==> config.mk <==
export PLATFORM = sky130hd
export DESIGN_NAME = sram_512x80_ctrl_flat
export DESIGN_NICKNAME = d
export VERILOG_FILES = /design/src/rtl/sram_512x80_ctrl_if.sv /design/src/rtl/sram_512x80_ctrl.sv /design/src/flat_wrapper.sv
export SDC_FILE = /design/constraint.sdc
export NUM_CORES = 1
export LEC_CHECK = 0
export BUFFER_PORTS_ARGS = -buffer_cell sky130_fd_sc_hd__clkbuf_2
export CORE_AREA = 5 5 197 199
export DETAILED_ROUTE_END_ITERATION = 8
export DIE_AREA = 0 0 202 204
export SYNTH_ARGS = -nofsm -noshare
export SYNTH_HDL_FRONTEND = slang
export SYNTH_SLANG_ARGS = --single-unit
==> constraint.sdc <==
create_clock -name clk_i -period 2.4 [get_ports clk_i]
set_clock_uncertainty 0.1 [all_clocks]
set_input_delay 0.36 -clock clk_i [delete_from_list [all_inputs] [get_ports clk_i]]
set_output_delay 0.36 -clock clk_i [all_outputs]
set_load 0.01 [all_outputs]
==> src/rtl/sram_512x80_ctrl_if.sv <==
// rtl/sram_512x80_ctrl_if.sv - request/response word bus between crossbar port and SRAM controller
interface sram_512x80_ctrl_if;
  logic        req_i;
  logic        gnt_o;
  logic        we_i;
  logic [8:0]  addr_i;
  logic [79:0] wdata_i;
  logic [79:0] wmask_i;
  logic        rvalid_o;
  logic        rready_i;
  logic [79:0] rdata_o;

  modport master (
    output req_i, we_i, addr_i, wdata_i, wmask_i, rready_i,
    input  gnt_o, rvalid_o, rdata_o
  );

  modport slave (
    input  req_i, we_i, addr_i, wdata_i, wmask_i, rready_i,
    output gnt_o, rvalid_o, rdata_o
  );
endinterface

==> src/rtl/sram_512x80_ctrl.sv <==
// rtl/sram_512x80_ctrl.sv - initiator-side controller for the 512x80 bit-enable SRAM macro
module sram_512x80_ctrl #(
  parameter bit         INIT_ON_RESET = 1'b1,
  parameter logic [2:0] MC_VAL        = 3'b000,
  parameter logic       MCEN_VAL      = 1'b0,
  parameter logic [1:0] WA_VAL        = 2'b00,
  parameter logic [1:0] WPULSE_VAL    = 2'b00
) (
  input  logic                 clk_i,
  input  logic                 rst_ni,
  sram_512x80_ctrl_if.slave    bus,
  input  logic                 init_req_i,
  output logic                 init_done_o,
  output logic                 sram_ren_o,
  output logic                 sram_wen_o,
  output logic [8:0]           sram_adr_o,
  output logic [79:0]          sram_din_o,
  output logic [79:0]          sram_wbeb_o,
  output logic [2:0]           sram_mc_o,
  output logic                 sram_mcen_o,
  output logic                 sram_clkbyp_o,
  output logic [1:0]           sram_wa_o,
  output logic [1:0]           sram_wpulse_o,
  output logic                 sram_wpulseen_o,
  output logic                 sram_fwen_o,
  input  logic [79:0]          sram_q_i
);

  typedef enum logic [1:0] {ST_RESET, ST_INIT, ST_IDLE, ST_DRAIN} state_e;

  state_e      state_q, state_d;
  logic [8:0]  cnt_q, cnt_d;
  logic        inflight_q, inflight_d;
  logic [79:0] fifo_q [2];
  logic        wr_ptr_q, rd_ptr_q;
  logic [1:0]  fcnt_q;

  logic        rvalid, push, pop, gnt, read_ok;
  logic [1:0]  occ, occ_after;

  assign sram_mc_o       = MC_VAL;
  assign sram_mcen_o     = MCEN_VAL;
  assign sram_clkbyp_o   = 1'b0;
  assign sram_wa_o       = WA_VAL;
  assign sram_wpulse_o   = WPULSE_VAL;
  assign sram_wpulseen_o = 1'b0;
  assign sram_fwen_o     = 1'b0;

  // A read issued last cycle lands in the FIFO this cycle, so it already counts as occupancy.
  assign push      = inflight_q;
  assign rvalid    = (fcnt_q != 2'd0);
  assign pop       = rvalid && bus.rready_i;
  assign occ       = {1'b0, inflight_q} + fcnt_q;
  assign occ_after = occ - {1'b0, pop};
  assign read_ok   = (occ_after < 2'd2);

  assign bus.rvalid_o = rvalid;
  assign bus.rdata_o  = rvalid ? fifo_q[rd_ptr_q] : '0;
  assign bus.gnt_o    = gnt;

  always_ff @(posedge clk_i or negedge rst_ni) begin
    if (!rst_ni) begin
      state_q    <= ST_RESET;
      cnt_q      <= '0;
      inflight_q <= 1'b0;
    end else begin
      state_q    <= state_d;
      cnt_q      <= cnt_d;
      inflight_q <= inflight_d;
    end
  end

  always_ff @(posedge clk_i or negedge rst_ni) begin
    if (!rst_ni) begin
      fifo_q[0] <= '0;
      fifo_q[1] <= '0;
      wr_ptr_q  <= 1'b0;
      rd_ptr_q  <= 1'b0;
      fcnt_q    <= 2'd0;
    end else begin
      if (push) begin
        fifo_q[wr_ptr_q] <= sram_q_i;
        wr_ptr_q         <= ~wr_ptr_q;
      end
      if (pop) begin
        rd_ptr_q <= ~rd_ptr_q;
      end
      fcnt_q <= fcnt_q + {1'b0, push} - {1'b0, pop};
    end
  end

  always_comb begin
    state_d     = state_q;
    cnt_d       = '0;
    inflight_d  = 1'b0;
    gnt         = 1'b0;
    init_done_o = 1'b0;
    sram_ren_o  = 1'b0;
    sram_wen_o  = 1'b0;
    sram_adr_o  = '0;
    sram_din_o  = '0;
    sram_wbeb_o = '1;
    case (state_q)
      ST_RESET: begin
        init_done_o = !INIT_ON_RESET;
        state_d     = INIT_ON_RESET ? ST_INIT : ST_IDLE;
      end
      ST_INIT: begin
        sram_wen_o  = 1'b1;
        sram_adr_o  = cnt_q;
        sram_wbeb_o = '0;
        cnt_d       = cnt_q + 9'd1;
        if (cnt_q == 9'd511) begin
          state_d = ST_IDLE;
        end
      end
      ST_IDLE: begin
        init_done_o = 1'b1;
        gnt         = bus.we_i ? 1'b1 : read_ok;
        if (bus.req_i && gnt) begin
          sram_adr_o = bus.addr_i;
          if (bus.we_i) begin
            sram_wen_o  = 1'b1;
            sram_din_o  = bus.wdata_i;
            sram_wbeb_o = ~bus.wmask_i;
          end else begin
            sram_ren_o = 1'b1;
            inflight_d = 1'b1;
          end
        end
        if (init_req_i) begin
          state_d = ST_DRAIN;
        end
      end
      ST_DRAIN: begin
        if (occ == 2'd0) begin
          state_d = ST_INIT;
        end
      end
      default: state_d = ST_RESET;
    endcase
  end

endmodule

==> src/flat_wrapper.sv <==
// flat-port wrapper written by rule: the top's interface ports become plain ports
module sram_512x80_ctrl_flat 
#(
  parameter bit         INIT_ON_RESET = 1'b1,
  parameter logic [2:0] MC_VAL        = 3'b000,
  parameter logic       MCEN_VAL      = 1'b0,
  parameter logic [1:0] WA_VAL        = 2'b00,
  parameter logic [1:0] WPULSE_VAL    = 2'b00
)
  (clk_i, rst_ni, init_req_i, init_done_o, sram_ren_o, sram_wen_o, sram_adr_o, sram_din_o, sram_wbeb_o, sram_mc_o, sram_mcen_o, sram_clkbyp_o, sram_wa_o, sram_wpulse_o, sram_wpulseen_o, sram_fwen_o, sram_q_i, bus_req_i, bus_we_i, bus_addr_i, bus_wdata_i, bus_wmask_i, bus_rready_i, bus_gnt_o, bus_rvalid_o, bus_rdata_o);
  sram_512x80_ctrl_if bus_i ();
  input  logic clk_i;
  input  logic rst_ni;
  input  logic init_req_i;
  output logic init_done_o;
  output logic sram_ren_o;
  output logic sram_wen_o;
  output logic [8:0] sram_adr_o;
  output logic [79:0] sram_din_o;
  output logic [79:0] sram_wbeb_o;
  output logic [2:0] sram_mc_o;
  output logic sram_mcen_o;
  output logic sram_clkbyp_o;
  output logic [1:0] sram_wa_o;
  output logic [1:0] sram_wpulse_o;
  output logic sram_wpulseen_o;
  output logic sram_fwen_o;
  input  logic [79:0] sram_q_i;
  input wire logic [$bits(bus_i.req_i)-1:0] bus_req_i;
  input wire logic [$bits(bus_i.we_i)-1:0] bus_we_i;
  input wire logic [$bits(bus_i.addr_i)-1:0] bus_addr_i;
  input wire logic [$bits(bus_i.wdata_i)-1:0] bus_wdata_i;
  input wire logic [$bits(bus_i.wmask_i)-1:0] bus_wmask_i;
  input wire logic [$bits(bus_i.rready_i)-1:0] bus_rready_i;
  output wire logic [$bits(bus_i.gnt_o)-1:0] bus_gnt_o;
  output wire logic [$bits(bus_i.rvalid_o)-1:0] bus_rvalid_o;
  output wire logic [$bits(bus_i.rdata_o)-1:0] bus_rdata_o;
  assign bus_i.req_i = bus_req_i;
  assign bus_i.we_i = bus_we_i;
  assign bus_i.addr_i = bus_addr_i;
  assign bus_i.wdata_i = bus_wdata_i;
  assign bus_i.wmask_i = bus_wmask_i;
  assign bus_i.rready_i = bus_rready_i;
  assign bus_gnt_o = bus_i.gnt_o;
  assign bus_rvalid_o = bus_i.rvalid_o;
  assign bus_rdata_o = bus_i.rdata_o;
  sram_512x80_ctrl #(.INIT_ON_RESET(INIT_ON_RESET), .MC_VAL(MC_VAL), .MCEN_VAL(MCEN_VAL), .WA_VAL(WA_VAL), .WPULSE_VAL(WPULSE_VAL)) u_core (.clk_i(clk_i), .rst_ni(rst_ni), .bus(bus_i), .init_req_i(init_req_i), .init_done_o(init_done_o), .sram_ren_o(sram_ren_o), .sram_wen_o(sram_wen_o), .sram_adr_o(sram_adr_o), .sram_din_o(sram_din_o), .sram_wbeb_o(sram_wbeb_o), .sram_mc_o(sram_mc_o), .sram_mcen_o(sram_mcen_o), .sram_clkbyp_o(sram_clkbyp_o), .sram_wa_o(sram_wa_o), .sram_wpulse_o(sram_wpulse_o), .sram_wpulseen_o(sram_wpulseen_o), .sram_fwen_o(sram_fwen_o), .sram_q_i(sram_q_i));
endmodule
# --- After elaboration in Yosys (flattened, before gate mapping) ---
# Cells that the tools add are included.
# W data, S select, Z words.
word_totals:
  ff_bits: 176
  latch_bits: 0
  ram_bits: 0
  mem_bits_ro: 0
  in_bits: 255
  output_inout_bits: 265
  elab_cells: 63
  mem_count: 0
op_classes:
  addsub: 3
  n_mul: 0
  div_mod_pow: 0
  order_cmp: 4
  eq_ne: 7
  shifts: 0
  n_mux: 29
  bitwise: 5
  n_reduce_logical: 7
ops:
  columns: ["operator", "n"]
  rows:
  - ["$mux W80", 10]
  - ["$bwmux W160", 1]
  - ["$pmux W80 S2", 1]
  - ["$demux W80 S1", 1]
  - ["$not A80 Y80", 1]
  - ["$mux W9", 2]
  - ["$pmux W9 S2", 1]
  - ["$add A9 B1 Y9 const B", 1]
  - ["$eq A9 B9 Y1 const B", 1]
  - ["$mux W1", 8]
  - ["$pmux W2 S4", 1]
  - ["$mux W2", 3]
  - ["$eq A2 B2 Y1 const B", 2]
  - ["$ge A2 B2 Y1 const B", 2]
  - ["$logic_not A2 Y1", 2]
  - ["$ne A2 B1 Y1 const B", 2]
  - ["$not A1 Y2", 2]
  - ["$logic_and A1 B1 Y1", 3]
  - ["$reduce_and A3 Y1", 1]
  - ["$add A1 B2 Y2", 1]
  - ["$eq A2 B1 Y1 const B", 1]
  - ["$lt A2 B1 Y1 const B", 1]
  - ["$lt A2 B2 Y1 const B", 1]
  - ["$ne A2 B2 Y1 const B", 1]
  - ["other kinds (4)", 5]

# --- Depth between registers and ports, before layout ---
logic_depth:
  depth_word: 8
  mapped_depth: 9
  ltp_nobuf: 8

# --- Least setup slack after synthesis ---
# No wires, ideal clock.
synth_path:
  path_kind: "reg-to-output"
  startpoint: "reg u_core.fcnt_q[1]"
  endpoint: "out sram_adr_o[0]"
  arrival_time_ps: 2060
  required_ps: 1940
  path_slack_ps: -120
  path_stages_with_launch: 10
  n_path_buf: 1
  path_cell_list: "dfrtp_1 -> nor2_1 -> inv_1 -> and2_1 -> ha_1 -> xnor3_1 -> or2_1 -> buf_6 -> a32oi_1 -> nor2_1"
synth_via:
  elab_chain_cells: 8
  word_cells_on_any_way: 9
  cone_classes: "add/sub (2); order compare (1); mux (3); reduce/logical (3)"
synth_rtl:
  columns: ["element", "line_no", "source"]
  rows:
  - ["start, declared", "sram_512x80_ctrl.sv:36", "logic [1:0] fcnt_q;"]
  - ["start signal, assigned", "sram_512x80_ctrl.sv:88", "fcnt_q <= fcnt_q + {1'b0, push} - {1'b0, pop};"]
  - ["$reduce_bool A2 Y1", "sram_512x80_ctrl.sv:51", "assign rvalid = (fcnt_q != 2'd0);"]
  - ["named net bus_rvalid_o", "flat_wrapper.sv:36", "output wire logic [$bits(bus_i.rvalid_o)-1:0] bus_rvalid_o;"]
  - ["$logic_and A1 B1 Y1", "sram_512x80_ctrl.sv:52", "assign pop = rvalid && bus.rready_i;"]
  - ["$sub A2 B1 Y2", "sram_512x80_ctrl.sv:54", "assign occ_after = occ - {1'b0, pop};"]
  - ["$lt A2 B2 Y1", "sram_512x80_ctrl.sv:55", "assign read_ok = (occ_after < 2'd2);"]
  - ["$mux W1", "sram_512x80_ctrl.sv:119", "gnt = bus.we_i ? 1'b1 : read_ok;"]
  - ["$logic_and A1 B1 Y1", "sram_512x80_ctrl.sv:120", "if (bus.req_i && gnt) begin"]
  - ["$mux W9", "sram_512x80_ctrl.sv:120", null]
  - ["$pmux W9 S2", "sram_512x80_ctrl.sv:103", "case (state_q)"]
  - ["end, declared", "flat_wrapper.sv:18", "output logic [8:0] sram_adr_o;"]
# The timed path passes the listed nets, and every way through them passes these cells.

# --- Worst setup path in the final report ---
layout_path:
  startpoint: "reg u_core.fcnt_q[0]"
  endpoint: "out sram_adr_o[3]"
layout_via:
  elab_chain_cells: 8
  word_cells_on_any_way: 9
  cone_classes: "add/sub (2); order compare (1); mux (3); reduce/logical (3)"
layout_rtl:
  columns: ["element", "line_no"]
  rows:
  - ["parallel branches: the longest is 2 deep, another holds $add A1 B2 Y2", null]
  - ["$sub A2 B1 Y2 (*)", "sram_512x80_ctrl.sv:54"]
  - ["$lt A2 B2 Y1 (*)", "sram_512x80_ctrl.sv:55"]
  - ["$mux W1 (*)", "sram_512x80_ctrl.sv:119"]
  - ["$logic_and A1 B1 Y1 (*)", "sram_512x80_ctrl.sv:120"]
  - ["$mux W9 (*)", "sram_512x80_ctrl.sv:120"]
  - ["$pmux W9 S2 (*)", "sram_512x80_ctrl.sv:103"]
# Mark *: on every way between the ends.

==> results_dict.tcl <==
set metrics [dict create \
    status "finished, violations left" \
    failed_checks "setup timing" \
    finalNonFillerCells 1844 \
    via_count 8813 \
    num_io_pins 520 \
    fillerInstances 3581 \
    cts_max_level 4 \
    dp.cells 1760 \
    setup_viol 108 \
    rows 71 \
    worst-setup-path-type "register to output pin" \
    grt_pass1_wl_microns 65100 \
    crit_fanout 5 \
    worstMarginPinSlew_ps 710 \
    cts_tree "done" \
    port_buffers 508 \
    synth_flop_cell "dfrtp_1" \
    cap_viol_max_count 0 \
    hold_violations 0 \
    antenna_found_initial 26 \
    hold_ws_ps 76.3 \
    gp_congestion 0.939 \
    p_sw_share_pct 41.1 \
    die_w_microns 202 \
    combPwrFrac_pct 60.1 \
    post-route-period-util_pct 120 \
    synth-edff-count 0 \
    finalMaxSlewViolations 0 \
    drcViolationCount 0 \
    fin_ws_ps -487 \
    pwr-share-clk_pct 13.8 \
    syn_area_per_cell_sq_um 11.2 \
    netSwitchingPower_mw 8.08 \
    ant_nets 0 \
    max_freq_mhz 346 \
    ys_seq_area_share_pct 48.5 \
    p_int_mw 11.6 \
    initial_core_util_pct 24.5 \
    cts_buffers 17 \
    yosysWarningCount 0 \
    drt-pass1-iter-count 4 \
    hpwl_microns 37200 \
    grt_use_total_pct 21.6 \
    arrival_ps 2430 \
    cellPowerDensity_mw_per_mm2 1270 \
    crit_required_ps 1940 \
    drive_gt1_share_pct 70.4 \
    synth_cell_types 27 \
    end_kind "output pin" \
    final_cell_area_sq_mm 0.0155 \
    clock_path_buffers 2 \
    vias_per_cell 4.78 \
    netlist_instances 811 \
    wl_microns 47700 \
    clk_latency_ps 430 \
    slew_headroom_pct 52.7 \
    placedInstanceArea_sq_mm 0.0123 \
    synth_seq_cells 176 \
    netlist_area_sq_mm 0.00909 \
    min_from "sram_q_i[72]" \
    leakage_nw 7.55 \
    worst_setup_path_start_kind "register" \
    core_area_sq_mm 0.0370 \
    fin_crit_ps 2890 \
    clock_tree.root_cell "clkbuf_16" \
    power_frac_seq_pct 26.1 \
    ir_drop_mv 0.586 \
    setup_tns_ps -10390 \
    syn_to_final_growth_pct 70.3 \
    num-nets-final 1612 \
    path_clk_slew_ps 70 \
    final_util_pct 41.8 \
    gr-total-overflow 0 \
    clkSinkCount 176 \
    grt_max_degree 81 \
    die_h_microns 204 \
    die_area_sq_mm 0.0412 \
    cp-startpoint "u_core.fcnt_q[0]" \
    async_flop_share_pct 100 \
    first_iter_violations 412 \
    rsz0062_at_grt "true" \
    r2r_start "u_core.state_q[1]" \
    grt_pass1_vias 9018 \
    hp-class "input port to register" \
    avgRoutedWirePerCell_microns 25.8 \
]
[cell families after synthesis]
logic type	after synthesis	share of synthesized area, %
compound gates	95	5.65
xor+xnor	8	0.923
fa+ha+maj	7	0.964
buf+inv	83	4.31
flops	176	48.5
mux	242	28.9
other cells	1	0.0413
simple gates	199	10.8
[worst max-delay path, cell delays in order, from the launching register on]
cell     delay (ps)
dfrtp_1         430
ha_4            290
inv_2            40
ha_4            140
xnor3_1         210
or2_4           290
buf_6           140
a32oi_1         240
nor2_1           80
buf_2           140
[cell type report]
class	instances	area [sq um]	area share, %
Sequential cell	176	4410	28.5
Antenna cell	7	17.5	0.113
Clock buffer	20	447	2.89
Timing Repair Buffer	584	4660	30.2
Tap cell	474	593	3.83
Multi-Input combinational cell	563	5180	33.5
Inverter	8	37.5	0.243
Clock inverter	12	123	0.793
[worst paths after layout]
path	endpoint	slack (ps)	depth (start not counted)
max in group asynchronous	u_core.fifo_q[87]	1080	3
min in group asynchronous	u_core.fifo_q[124]	390	2
setup reg to reg	u_core.state_q[1]	530	8
setup / recovery	sram_adr_o[3]	-490	9
hold / removal	u_core.fifo_q[72]	80	2
hold reg to reg	u_core.cnt_q[0]	400	1
[sequential cells by signal, summed over array words and instances (netlist names)]
register,cells
u_core.fifo_q,160
u_core.rd_ptr_q,1
u_core.wr_ptr_q,1
u_core.cnt_q,9
u_core.state_q,2
u_core.inflight_q,1
u_core.fcnt_q,2
[Yosys cell counts (2+ instances only)]
cell type | number | share of area, %
dfrtp_1 | 176 | 48
mux2_2 | 160 | 20
nor2_1 | 100 | 4.1
and2_1 | 85 | 5.9
a21oi_1 | 82 | 4.5
mux2i_1 | 82 | 9.0
clkbuf_1 | 31 | 1.3
buf_2 | 25 | 1.4
buf_4 | 11 | 0.91
a32oi_1 | 9 | 0.87
buf_1 | 7 | 0.29
ha_1 | 7 | 0.96
inv_1 | 7 | 0.29
xor2_1 | 6 | 0.58
nand2_1 | 4 | 0.17
nand3_1 | 4 | 0.22
o21ai_0 | 3 | 0.17
and3_1 | 2 | 0.14
or3_1 | 2 | 0.14
[layout by cell type (no fill, tap or decap), types with 5 or more instances in the layout]
cell type,instances
clkbuf_2,362
dfrtp_1,174
mux2_2,160
nor2_1,96
mux2i_1,82
and2_4,80
buf_6,76
a21oi_2,53
buf_8,44
buf_2,28
buf_4,28
a21oi_4,27
clkbuf_16,27
buf_12,17
conb_1,11
buf_16,10
clkbuf_8,9
diode_2,7
xor2_1,6
a32oi_1,5
inv_6,5
[metrics by stage]
step           setup WS, ps  power [mW]
2_1_floorplan          56.8        10.2
3_3_place_gp           32.4        14.3
6_report               -487        19.7
5_1_grt                -506        20.8
4_1_cts                -468        19.1
3_5_place_dp          -37.4        14.5
[metal layers]
metal	vias to the layer above	GRT usage (%)	wire, microns
li1	3861	-	-
met1	4469	25.0	18100
met2	371	37.7	24100
met3	82	8.87	4060
met4	30	4.71	1140
met5	-	0	206
[power groups by stage]
stage | Clock, mW | Combinational [mW] | Sequential (mW)
6_report | 2.72 | 11.8 | 5.12
5_1_grt | 2.95 | 12.5 | 5.30
4_1_cts | 2.83 | 11.2 | 5.12
3_5_place_dp | 0 | 9.32 | 5.18
3_3_place_gp | 0 | 9.23 | 5.08
2_1_floorplan | 0 | 5.28 | 4.90
[repair_timing]
action | 4_1_cts | 5_1_grt
hold buffers | 1 | 0
pin swaps | 29 | 108
endpoints found under the setup margin | 198 | 245
endpoints found under the hold margin | 49 | 0
cloned | 16 | 13
setup buffers | 19 | 6
resized for setup | 205 | 358
No activity file was read; power rests on OpenSTA's default activity.
